### config.mk
export PLATFORM = sky130hd
export DESIGN_NAME = our_header_parser
export DESIGN_NICKNAME = d
export VERILOG_FILES = /design/src/rtl/our_eth_pkg.sv /design/src/rtl/our_type_match.sv /design/src/rtl/our_header_parser.sv
export SDC_FILE = /design/constraint.sdc
export NUM_CORES = 1
export LEC_CHECK = 0
export ABC_AREA = 1
export CAP_MARGIN = 10
export CORE_ASPECT_RATIO = 2
export CORE_MARGIN = 5
export CORE_UTILIZATION = 55
export CTS_BUF_LIST = sky130_fd_sc_hd__clkbuf_4 sky130_fd_sc_hd__clkbuf_8
export CTS_CLUSTER_SIZE = 20
export DETAILED_ROUTE_END_ITERATION = 8
export HOLD_SLACK_MARGIN = 0.15
export PLACE_DENSITY = 0.83
export SYNTH_ARGS = -nofsm -noshare
export SYNTH_HDL_FRONTEND = slang
export SYNTH_SLANG_ARGS = --single-unit
### constraint.sdc
create_clock -name clock -period 2.2 [get_ports clock]
set_input_delay 0.44 -clock clock [delete_from_list [all_inputs] [get_ports clock]]
set_output_delay 0.44 -clock clock [all_outputs]
set_load 0.01 [all_outputs]
### src/rtl/our_eth_pkg.sv
// rtl/our_eth_pkg.sv - shared constants and FSM encoding for the receive header parser
//
// Purpose:
//   Header geometry, default type codes and the parser state encoding. Imported by
//   our_type_match and our_header_parser.
//
// Contents:
//   HDR_BYTES, TYPE_W        header length in bytes, width of the type word
//   TYPE_OFS/SEQ_OFS/LEN_OFS byte offsets of the type, sequence and length fields
//   TYPE_*                   default recognised type codes
//   parse_state_e            parser FSM states
package our_eth_pkg;

  localparam int HDR_BYTES = 8;
  localparam int TYPE_W    = 32;

  localparam int TYPE_OFS  = 0;
  localparam int SEQ_OFS   = 4;
  localparam int LEN_OFS   = 6;

  localparam logic [TYPE_W-1:0] TYPE_ONE   = 32'h0000_0000;
  localparam logic [TYPE_W-1:0] TYPE_TWO   = 32'h0000_0001;
  localparam logic [TYPE_W-1:0] TYPE_TWO_2 = 32'h0000_0002;
  localparam logic [TYPE_W-1:0] TYPE_START = 32'h0000_0030;
  localparam logic [TYPE_W-1:0] TYPE_STOP  = 32'h0000_0031;
  localparam logic [TYPE_W-1:0] TYPE_SYNC  = 32'h0000_00C0;

  typedef enum logic [1:0] {
    ST_IDLE = 2'd0,
    ST_HDR  = 2'd1,
    ST_PAY  = 2'd2,
    ST_DROP = 2'd3
  } parse_state_e;

endpackage

### src/rtl/our_type_match.sv
// rtl/our_type_match.sv - masked priority compare of a type word against a code table
//
// Purpose:
//   Purely combinational. Compares word_i against each TYPE_CODES entry using only the
//   bits set in TYPE_MASK. The lowest matching entry index wins, so hit_o is one-hot
//   or zero. The parent registers both outputs.
//
// Ports:
//   word_i  in   TYPE_W    type word, first received byte in the MSBs
//   hit_o   out  N_TYPES   one-hot index of the lowest matching entry, 0 on miss
//   miss_o  out  1         no entry matched
module our_type_match
  import our_eth_pkg::*;
#(
  parameter int                        N_TYPES    = 6,
  parameter logic [N_TYPES*TYPE_W-1:0] TYPE_CODES = {TYPE_SYNC, TYPE_STOP, TYPE_START,
                                                     TYPE_TWO_2, TYPE_TWO, TYPE_ONE},
  parameter logic [TYPE_W-1:0]         TYPE_MASK  = 32'h0000_00FF
) (
  input  logic [TYPE_W-1:0]  word_i,
  output logic [N_TYPES-1:0] hit_o,
  output logic               miss_o
);

  // Scan from the top entry down so the last assignment, i.e. the lowest
  // matching index, is the one that survives.
  always_comb begin
    hit_o  = '0;
    miss_o = 1'b1;
    for (int i = N_TYPES - 1; i >= 0; i--) begin
      if (((word_i ^ TYPE_CODES[i*TYPE_W +: TYPE_W]) & TYPE_MASK) == '0) begin
        hit_o    = '0;
        hit_o[i] = 1'b1;
        miss_o   = 1'b0;
      end
    end
  end

endmodule

### src/rtl/our_header_parser.sv
// rtl/our_header_parser.sv - receive frame header parser with type classification and payload framing
//
// Purpose:
//   Consumes the bytes of a frame already addressed to us (qualified by ena), parses the
//   8-byte header (type, sequence, length), classifies the type word against a code
//   table and forwards the payload with framing and runt/length error strobes.
//
// Ports:
//   clock         in   1        system clock
//   aclr_n        in   1        asynchronous active-low reset
//   sclr          in   1        synchronous clear, same effect as reset
//   ena           in   1        frame qualifier; low for one or more cycles is a gap
//   datain        in   8        frame byte, valid while ena=1
//   type_hit      out  N_TYPES  one-hot type classification, held for the rest of the frame
//   unknown_type  out  1        type matched no entry, held for the rest of the frame
//   hdr_done      out  1        strobe: seq_num/pay_len just updated
//   seq_num       out  16       header bytes 4..5, big-endian
//   pay_len       out  16       header bytes 6..7, big-endian
//   pay_data      out  8        payload byte
//   pay_valid     out  1        pay_data valid
//   pay_last      out  1        final payload byte
//   hdr_err       out  1        strobe: frame ended inside the header (runt)
//   len_err       out  1        strobe: length too large, frame truncated, or overrun
module our_header_parser
  import our_eth_pkg::*;
#(
  parameter int                        N_TYPES    = 6,
  parameter logic [N_TYPES*TYPE_W-1:0] TYPE_CODES = {TYPE_SYNC, TYPE_STOP, TYPE_START,
                                                     TYPE_TWO_2, TYPE_TWO, TYPE_ONE},
  parameter logic [TYPE_W-1:0]         TYPE_MASK  = 32'h0000_00FF,
  parameter logic [15:0]               MAX_PAY    = 16'd1472
) (
  input  logic               clock,
  input  logic               aclr_n,
  input  logic               sclr,
  input  logic               ena,
  input  logic [7:0]         datain,
  output logic [N_TYPES-1:0] type_hit,
  output logic               unknown_type,
  output logic               hdr_done,
  output logic [15:0]        seq_num,
  output logic [15:0]        pay_len,
  output logic [7:0]         pay_data,
  output logic               pay_valid,
  output logic               pay_last,
  output logic               hdr_err,
  output logic               len_err
);

  // Byte index of the last type byte and of the last header byte.
  localparam logic [2:0] TYPE_LAST_IDX = 3'(TYPE_OFS + TYPE_W / 8 - 1);
  localparam logic [2:0] HDR_LAST_IDX  = 3'(HDR_BYTES - 1);
  // While the last header byte is on datain, the shift register holds bytes
  // SEQ_OFS..LEN_OFS, so the sequence field sits one byte above the bottom.
  localparam int         SEQ_LSB       = 8 * (LEN_OFS - SEQ_OFS - 1);

  parse_state_e        state_q;
  logic [2:0]          byte_idx_q;
  logic [23:0]         hdr_sr_q;
  logic [15:0]         pay_cnt_q;
  logic                err_seen_q;

  logic [N_TYPES-1:0]  type_hit_q;
  logic                unknown_q;
  logic                hdr_done_q;
  logic [15:0]         seq_q;
  logic [15:0]         len_q;
  logic [7:0]          pay_data_q;
  logic                pay_valid_q;
  logic                pay_last_q;
  logic                hdr_err_q;
  logic                len_err_q;

  logic [TYPE_W-1:0]   type_word_d;
  logic [15:0]         len_word_d;
  logic                len_big_d;
  logic                len_ok_d;
  logic [N_TYPES-1:0]  match_hit;
  logic                match_miss;

  // The incoming byte completes the word on the cycle it arrives, so these
  // are only meaningful on the last type byte and the last header byte.
  assign type_word_d = {hdr_sr_q, datain};
  assign len_word_d  = {hdr_sr_q[7:0], datain};
  assign len_big_d   = (len_word_d > MAX_PAY);
  assign len_ok_d    = (len_word_d != 16'd0) && !len_big_d;

  our_type_match #(
    .N_TYPES    (N_TYPES),
    .TYPE_CODES (TYPE_CODES),
    .TYPE_MASK  (TYPE_MASK)
  ) u_match (
    .word_i (type_word_d),
    .hit_o  (match_hit),
    .miss_o (match_miss)
  );

  always_ff @(posedge clock or negedge aclr_n) begin
    if (!aclr_n) begin
      state_q     <= ST_IDLE;
      byte_idx_q  <= '0;
      hdr_sr_q    <= '0;
      pay_cnt_q   <= '0;
      err_seen_q  <= 1'b0;
      type_hit_q  <= '0;
      unknown_q   <= 1'b0;
      hdr_done_q  <= 1'b0;
      seq_q       <= '0;
      len_q       <= '0;
      pay_data_q  <= '0;
      pay_valid_q <= 1'b0;
      pay_last_q  <= 1'b0;
      hdr_err_q   <= 1'b0;
      len_err_q   <= 1'b0;
    end else if (sclr) begin
      state_q     <= ST_IDLE;
      byte_idx_q  <= '0;
      hdr_sr_q    <= '0;
      pay_cnt_q   <= '0;
      err_seen_q  <= 1'b0;
      type_hit_q  <= '0;
      unknown_q   <= 1'b0;
      hdr_done_q  <= 1'b0;
      seq_q       <= '0;
      len_q       <= '0;
      pay_data_q  <= '0;
      pay_valid_q <= 1'b0;
      pay_last_q  <= 1'b0;
      hdr_err_q   <= 1'b0;
      len_err_q   <= 1'b0;
    end else begin
      // Strobes default low every cycle.
      hdr_done_q  <= 1'b0;
      pay_valid_q <= 1'b0;
      pay_last_q  <= 1'b0;
      hdr_err_q   <= 1'b0;
      len_err_q   <= 1'b0;

      if (!ena) begin
        // Gap: the frame is over whatever state we were in. The held type
        // outputs drop here; seq_num/pay_len stay until the next header.
        type_hit_q <= '0;
        unknown_q  <= 1'b0;
        byte_idx_q <= '0;
        err_seen_q <= 1'b0;
        if (state_q == ST_HDR) hdr_err_q <= 1'b1;
        // PAY is left as soon as the count reaches zero, so being here
        // means bytes were still owed.
        if (state_q == ST_PAY) len_err_q <= 1'b1;
        state_q <= ST_IDLE;
      end else begin
        unique case (state_q)
          ST_IDLE: begin
            hdr_sr_q   <= {hdr_sr_q[15:0], datain};
            byte_idx_q <= 3'd1;
            state_q    <= ST_HDR;
          end

          ST_HDR: begin
            hdr_sr_q   <= {hdr_sr_q[15:0], datain};
            byte_idx_q <= byte_idx_q + 3'd1;
            if (byte_idx_q == TYPE_LAST_IDX) begin
              type_hit_q <= match_hit;
              unknown_q  <= match_miss;
            end
            if (byte_idx_q == HDR_LAST_IDX) begin
              hdr_done_q <= 1'b1;
              seq_q      <= hdr_sr_q[SEQ_LSB +: 16];
              len_q      <= len_word_d;
              pay_cnt_q  <= len_word_d;
              if (len_ok_d) begin
                state_q <= ST_PAY;
              end else begin
                state_q <= ST_DROP;
                // An oversize length is the frame's one error; trailing
                // bytes must not raise a second overrun strobe.
                if (len_big_d) begin
                  len_err_q  <= 1'b1;
                  err_seen_q <= 1'b1;
                end
              end
            end
          end

          ST_PAY: begin
            pay_data_q  <= datain;
            pay_valid_q <= 1'b1;
            pay_cnt_q   <= pay_cnt_q - 16'd1;
            if (pay_cnt_q == 16'd1) begin
              pay_last_q <= 1'b1;
              state_q    <= ST_DROP;
            end
          end

          ST_DROP: begin
            // Overrun: flag the first surplus byte only.
            if (!err_seen_q) begin
              len_err_q  <= 1'b1;
              err_seen_q <= 1'b1;
            end
          end

          default: state_q <= ST_IDLE;
        endcase
      end
    end
  end

  assign type_hit     = type_hit_q;
  assign unknown_type = unknown_q;
  assign hdr_done     = hdr_done_q;
  assign seq_num      = seq_q;
  assign pay_len      = len_q;
  assign pay_data     = pay_data_q;
  assign pay_valid    = pay_valid_q;
  assign pay_last     = pay_last_q;
  assign hdr_err      = hdr_err_q;
  assign len_err      = len_err_q;

endmodule

Yosys cells after proc, flatten, opt, wreduce, memory -nomap -nowiden
Cells that the tools add are included.
- add/sub/neg operators: 2
- magnitude comparators: 1
- equal/unequal tests: 16
- mux-type cells: 73
- bitwise gates (word level): 5
- reduce and logical (&&, ||, !) cells: 24
- operator list (operator ; count):
    $logic_not 32->1 ; 6
    $mux 16 ; 10
    $mux 24 ; 3
    $mux 6 ; 10
    $mux 1 ; 36
    $pmux 16 s2 ; 1
    $mux 8 ; 3
    $eq 16x1->1 const B ; 1
    $gt 16x11->1 const B ; 1
    $reduce_bool 16->1 ; 1
    $sub 16x1->16 const B ; 1
    $reduce_bool 2->1 ; 5
    $ne 3x2->1 const B ; 3
    $reduce_and 3->1 ; 3
    $mux 2 ; 4
    $ne 4x2->1 const B ; 2
    $ne 4x3->1 const B ; 2
    $ne 4x4->1 const B ; 2
    $mux 3 ; 2
    $pmux 2 s3 ; 1
    $pmux 3 s2 ; 1
    $reduce_and 2->1 ; 3
    $ne 5x2->1 const B ; 1
    $eq 2x2->1 const B ; 2
    other kinds (14) ; 17
- register bits after elaboration: 98
- input port bits: 12
- output and inout bits: 52
- logic and storage cells: 136

Longest topological paths before layout
- word-level depth: 12
- gate-level depth with buffers: 11
- depth with buffers taken out: 11

Cells and area by module
Synthesis repeated with hierarchy kept, for this count alone.
- cell total of the unflattened synthesis: 539
- area, all modules: 4615.7 sq um
- modules (own cells, without submodules) (module ; instances ; cells each ; area each (sq um) ; seq. area each (sq um)):
    our_header_parser ; 1 ; 509 ; 4490.6 ; 2452.4
    our_type_match ; 1 ; 30 ; 125.1 ; 0.0

Least setup slack after synthesis
OpenSTA, ideal clock, no wires.
- kind: flip-flop to flip-flop
- from: register byte_idx_q[0]
- to: register pay_cnt_q[11]
- setup time: 0.117 ns
- data arrival time: 1.656 ns
- required time: 2.083 ns
- slack: 0.428 ns
- stages on the path, launching flop included: 10
- buffers on the path: 1
- clock period less this slack: 1.772 ns
- cell sequence: dfrtp_1 > ha_1 > ha_1 > a31oi_2 > nand2_2 > nand2_4 > buf_4 > a21oi_1 > nand2_1 > nand2_1
- longest elaborated chain between the ends: 3
- RTL lines (item ; RTL line ; text):
    start, declared ; our_header_parser.sv:58 ; logic [2:0] byte_idx_q;
    start signal, assigned ; our_header_parser.sv:161 ; byte_idx_q <= byte_idx_q + 3'd1;
    $eq 3x3->1 ; our_header_parser.sv:166 ; if (byte_idx_q == HDR_LAST_IDX) begin
    $ne 3x2->1 (no source line) ; -- ;
    $reduce_and 3->1 (no source line) ; -- ;
    end signal, assigned ; our_header_parser.sv:170 ; pay_cnt_q <= len_word_d;
    end signal, assigned ; our_header_parser.sv:188 ; pay_cnt_q <= pay_cnt_q - 16'd1;
    end, declared ; our_header_parser.sv:60 ; logic [15:0] pay_cnt_q;
No other way between the ends.
A chain may end at the register's enable or synchronous reset.

Worst setup path after layout
- from: register byte_idx_q[0]
- to: register pay_cnt_q[8]
Same word-level chain as after synthesis.

==> out/qor.yml <==
outcome: "finished, final reports clean"
top_usage_layer: "met2"
p_seq_frac: 0.525
cts.path.max_buffers: 2
layout-drive-gt1-share: 0.0652
antennaDiodeCount: 0
cts_sinks: 98
path_common_cell: "ha_1"
final_nets: 614
finalCritPeriodShare: 0.883
post-route-min-period_ns: 1.94
grt_pass1_vias: 3886
grt_start_max_net_pins: 38
drtIter0Drc: 396
drc_errors: 0
synth_top_family_by_area: "simple AND/OR/NAND/NOR gates"
tns_ns: 0
core_area_um2: 7890
max_slew_margin: 0.670
synth_seq_cells: 98
max_freq_mhz: 515
syn_nets: 540
hold_path.class: "reg -> reg"
worstPathRequired_ns: 2.47
path_delay_family: "simple AND/OR/NAND/NOR gates"
tightest_slew_ns: 0.493
gp_congestion: 0.996
path_class: "reg -> reg"
rsz0062_at_grt: "false"
fin_worst_skew_ns: 0.0150
synth_top_cells_by_area: "dfrtp_1 55%, nand2_1 10%, o21ai_0 6.3%"
max_cap_viol_count: 0
core.rowCount: 46
synthAdderAreaFrac: 0.0254
grt_use_met2: 0.419
antenna_found_initial: 0
io_buffers: 63
p_comb_frac: 0.174
crit_path_start_kind: "flop"
synth_flop_cell: "dfrtp_1"
grt_pass1_wl_um: 19000
fp.dieArea_um2: 10100
whs_ns: 0.486
first_pass_iters: 5
synth-compound-area-share: 0.145
grt_usage: 0.246
power_uw: 3670
synthTopCellsByCount: "120 x nand2_1, 98 x dfrtp_1, 61 x inv_1, 56 x o21ai_0, 51 x nor2_1"
final_util: 0.691
dieHeight_um: 137
synth_cell_types: 26
vdd_drop_max_v: 0.000467
path_buf_inv: 0
io_pins: 64
postCtsSetupRepairBufs: 0
n_fill_cell: 609
syn_inst: 519
met1_usage: 0.291
grt-ovfl-total: 0
end_kind: "flop"
path_cells: "ha_1, ha_1, a31oi_2, nand2_2, nand2_4, a21oi_1, o21ai_0, nand2_1"
yosysMostFrequentCell: "nand2_1"
power_density_nw_per_um2: 673
power_frac_clock: 0.301
switching_share: 0.316
yosys.area.top_type: "dfrtp_1"
initial_core_util: 0.562
intPower_uw: 2510
cts.htree.levels: 3
leakagePower_uw: 0.00252
multiInputGateArea_um2: 1660
post_cts_resized: 0
p_sw_uw: 1160
vias: 3948
finalWirelength_um: 11500
ys_warn_count: 0
synthArstFlopShare: 1.00
drv_slew: 0
critPathMaxStageDelay_ns: 0.41
seq_area_um2: 2450
critPathArrivalTime_ns: 2.21
cts_root_buffer: "clkbuf_8"
hold_violations: 0
synth_area_per_cell_um2: 8.53
numCtsBuffers: 9
path_max_fanout: 16
setup_viol: 0
cts_tree: "yes"
clkTransAtPathRegs_ns: 0.10
synth_edf_count: 0
synthSimpleGateAreaFrac: 0.196
dp_hpwl_um: 8510
clkLatencyLatePin_ns: 0.38
antenna_left: 0
use_met3: 0.0419
synthXorXnorAreaFrac: 0.00791
seq_area_frac_synth: 0.554
wl_per_cell_um: 16.6
post_synth_instance_area_um2: 4430
die_w_um: 73.5
drt-vias-per-instance: 5.69
slowest_stage: "dfrtp_1"
synth_mux_area_frac: 0
synth_top_area_share: 0.554
area_growth_pct: 23.0
[cell families after synthesis]
kind of cell	count (synthesis)
AOI/OAI and AO/OA	114
xor gates and xnor gates	4
DFF	98
adders and majority gates	9
and+or+nand+nor	213
buffers and inverters	81
[final timing paths]
check,from,to,slack (ns),depth (start not counted)
max reg2reg,byte_idx_q[0],pay_cnt_q[8],0.26,8
max,byte_idx_q[0],pay_cnt_q[8],0.26,8
min reg2reg,unknown_type,unknown_type,0.49,2
min in group asynchronous,aclr_n,pay_cnt_q[2],0.56,2
max in group asynchronous,aclr_n,state_q[0],1.04,3
min,unknown_type,unknown_type,0.49,2
[cell type report]
| type | instances | share of cell area |
|---|---|---|
| sequential | 98 | 0.450 |
| multi-input combinational | 340 | 0.304 |
| timing repair buffer | 79 | 0.145 |
| inverter | 65 | 0.0448 |
| clock buffer | 9 | 0.0227 |
| tap | 96 | 0.0220 |
| clock inverter | 7 | 0.0113 |
[tightest hold or removal path, stage by stage, from the launching register on]
cell and delay (ns):
dfrtp_1 0.35, nand2_1 0.05, nand2_1 0.05
[metal layers]
layer  share of wire  routed length (µm)
met1            0.37                4260
met2            0.53                6110
met3           0.055                 633
met4           0.044                 512
met5               0                   0
[sequential cells by signal, summed over array words and instances, names as in the netlist, 2 cells and up]
| signal | cells |
|---|---|
| hdr_sr_q | 24 |
| pay_cnt_q | 16 |
| type_hit | 6 |
| byte_idx_q | 3 |
| seq_num | 16 |
| state_q | 2 |
| pay_len | 16 |
| pay_data | 8 |
[power by group through the flow]
stage	Combinational, µW	Sequential, µW	Clock, µW
floorplan	401	1940	0
global placement	603	1950	0
detailed placement	624	1960	0
CTS	629	1920	1130
global route	716	1930	1210
finish	639	1920	1100
[cell usage in the layout, fill, tap and decap left out]
cell type / count
dfrtp_1: 98
dlygate4sd3_1: 1
nor2_1: 51
buf_12: 3
nor3_1: 4
nand2_2: 2
nand2_4: 1
o41ai_1: 1
clkinvlp_4: 1
clkinv_1: 1
a21oi_1: 17
a31oi_1: 1
inv_1: 61
a211oi_1: 1
clkinv_4: 2
inv_6: 1
clkbuf_8: 9
nand2_1: 120
o22ai_1: 29
o21ai_0: 56
o32ai_1: 1
nand4_1: 5
inv_2: 3
xor2_1: 4
ha_1: 9
clkinv_2: 1
a31oi_2: 1
buf_4: 13
clkdlybuf4s50_1: 62
inv_8: 2
nand3_1: 30
a22o_1: 5
o21ai_1: 2
[timing repair]
item                       in CTS  in global routing
setup endpoints to repair       0                  0
hold endpoints to repair       32                  0
hold buffers                    1                  0
[per-stage QoR]
step	instances	setup WS (ns)	cell area [µm²]
2_1_floorplan	519	0.428	4430
3_3_place_gp	677	0.200	5250
3_5_place_dp	677	0.156	5250
4_1_cts	694	0.278	5450
5_1_grt	694	0.110	5450
6_report	694	0.256	5450
Note: power is estimated with default switching activity, not from simulation.
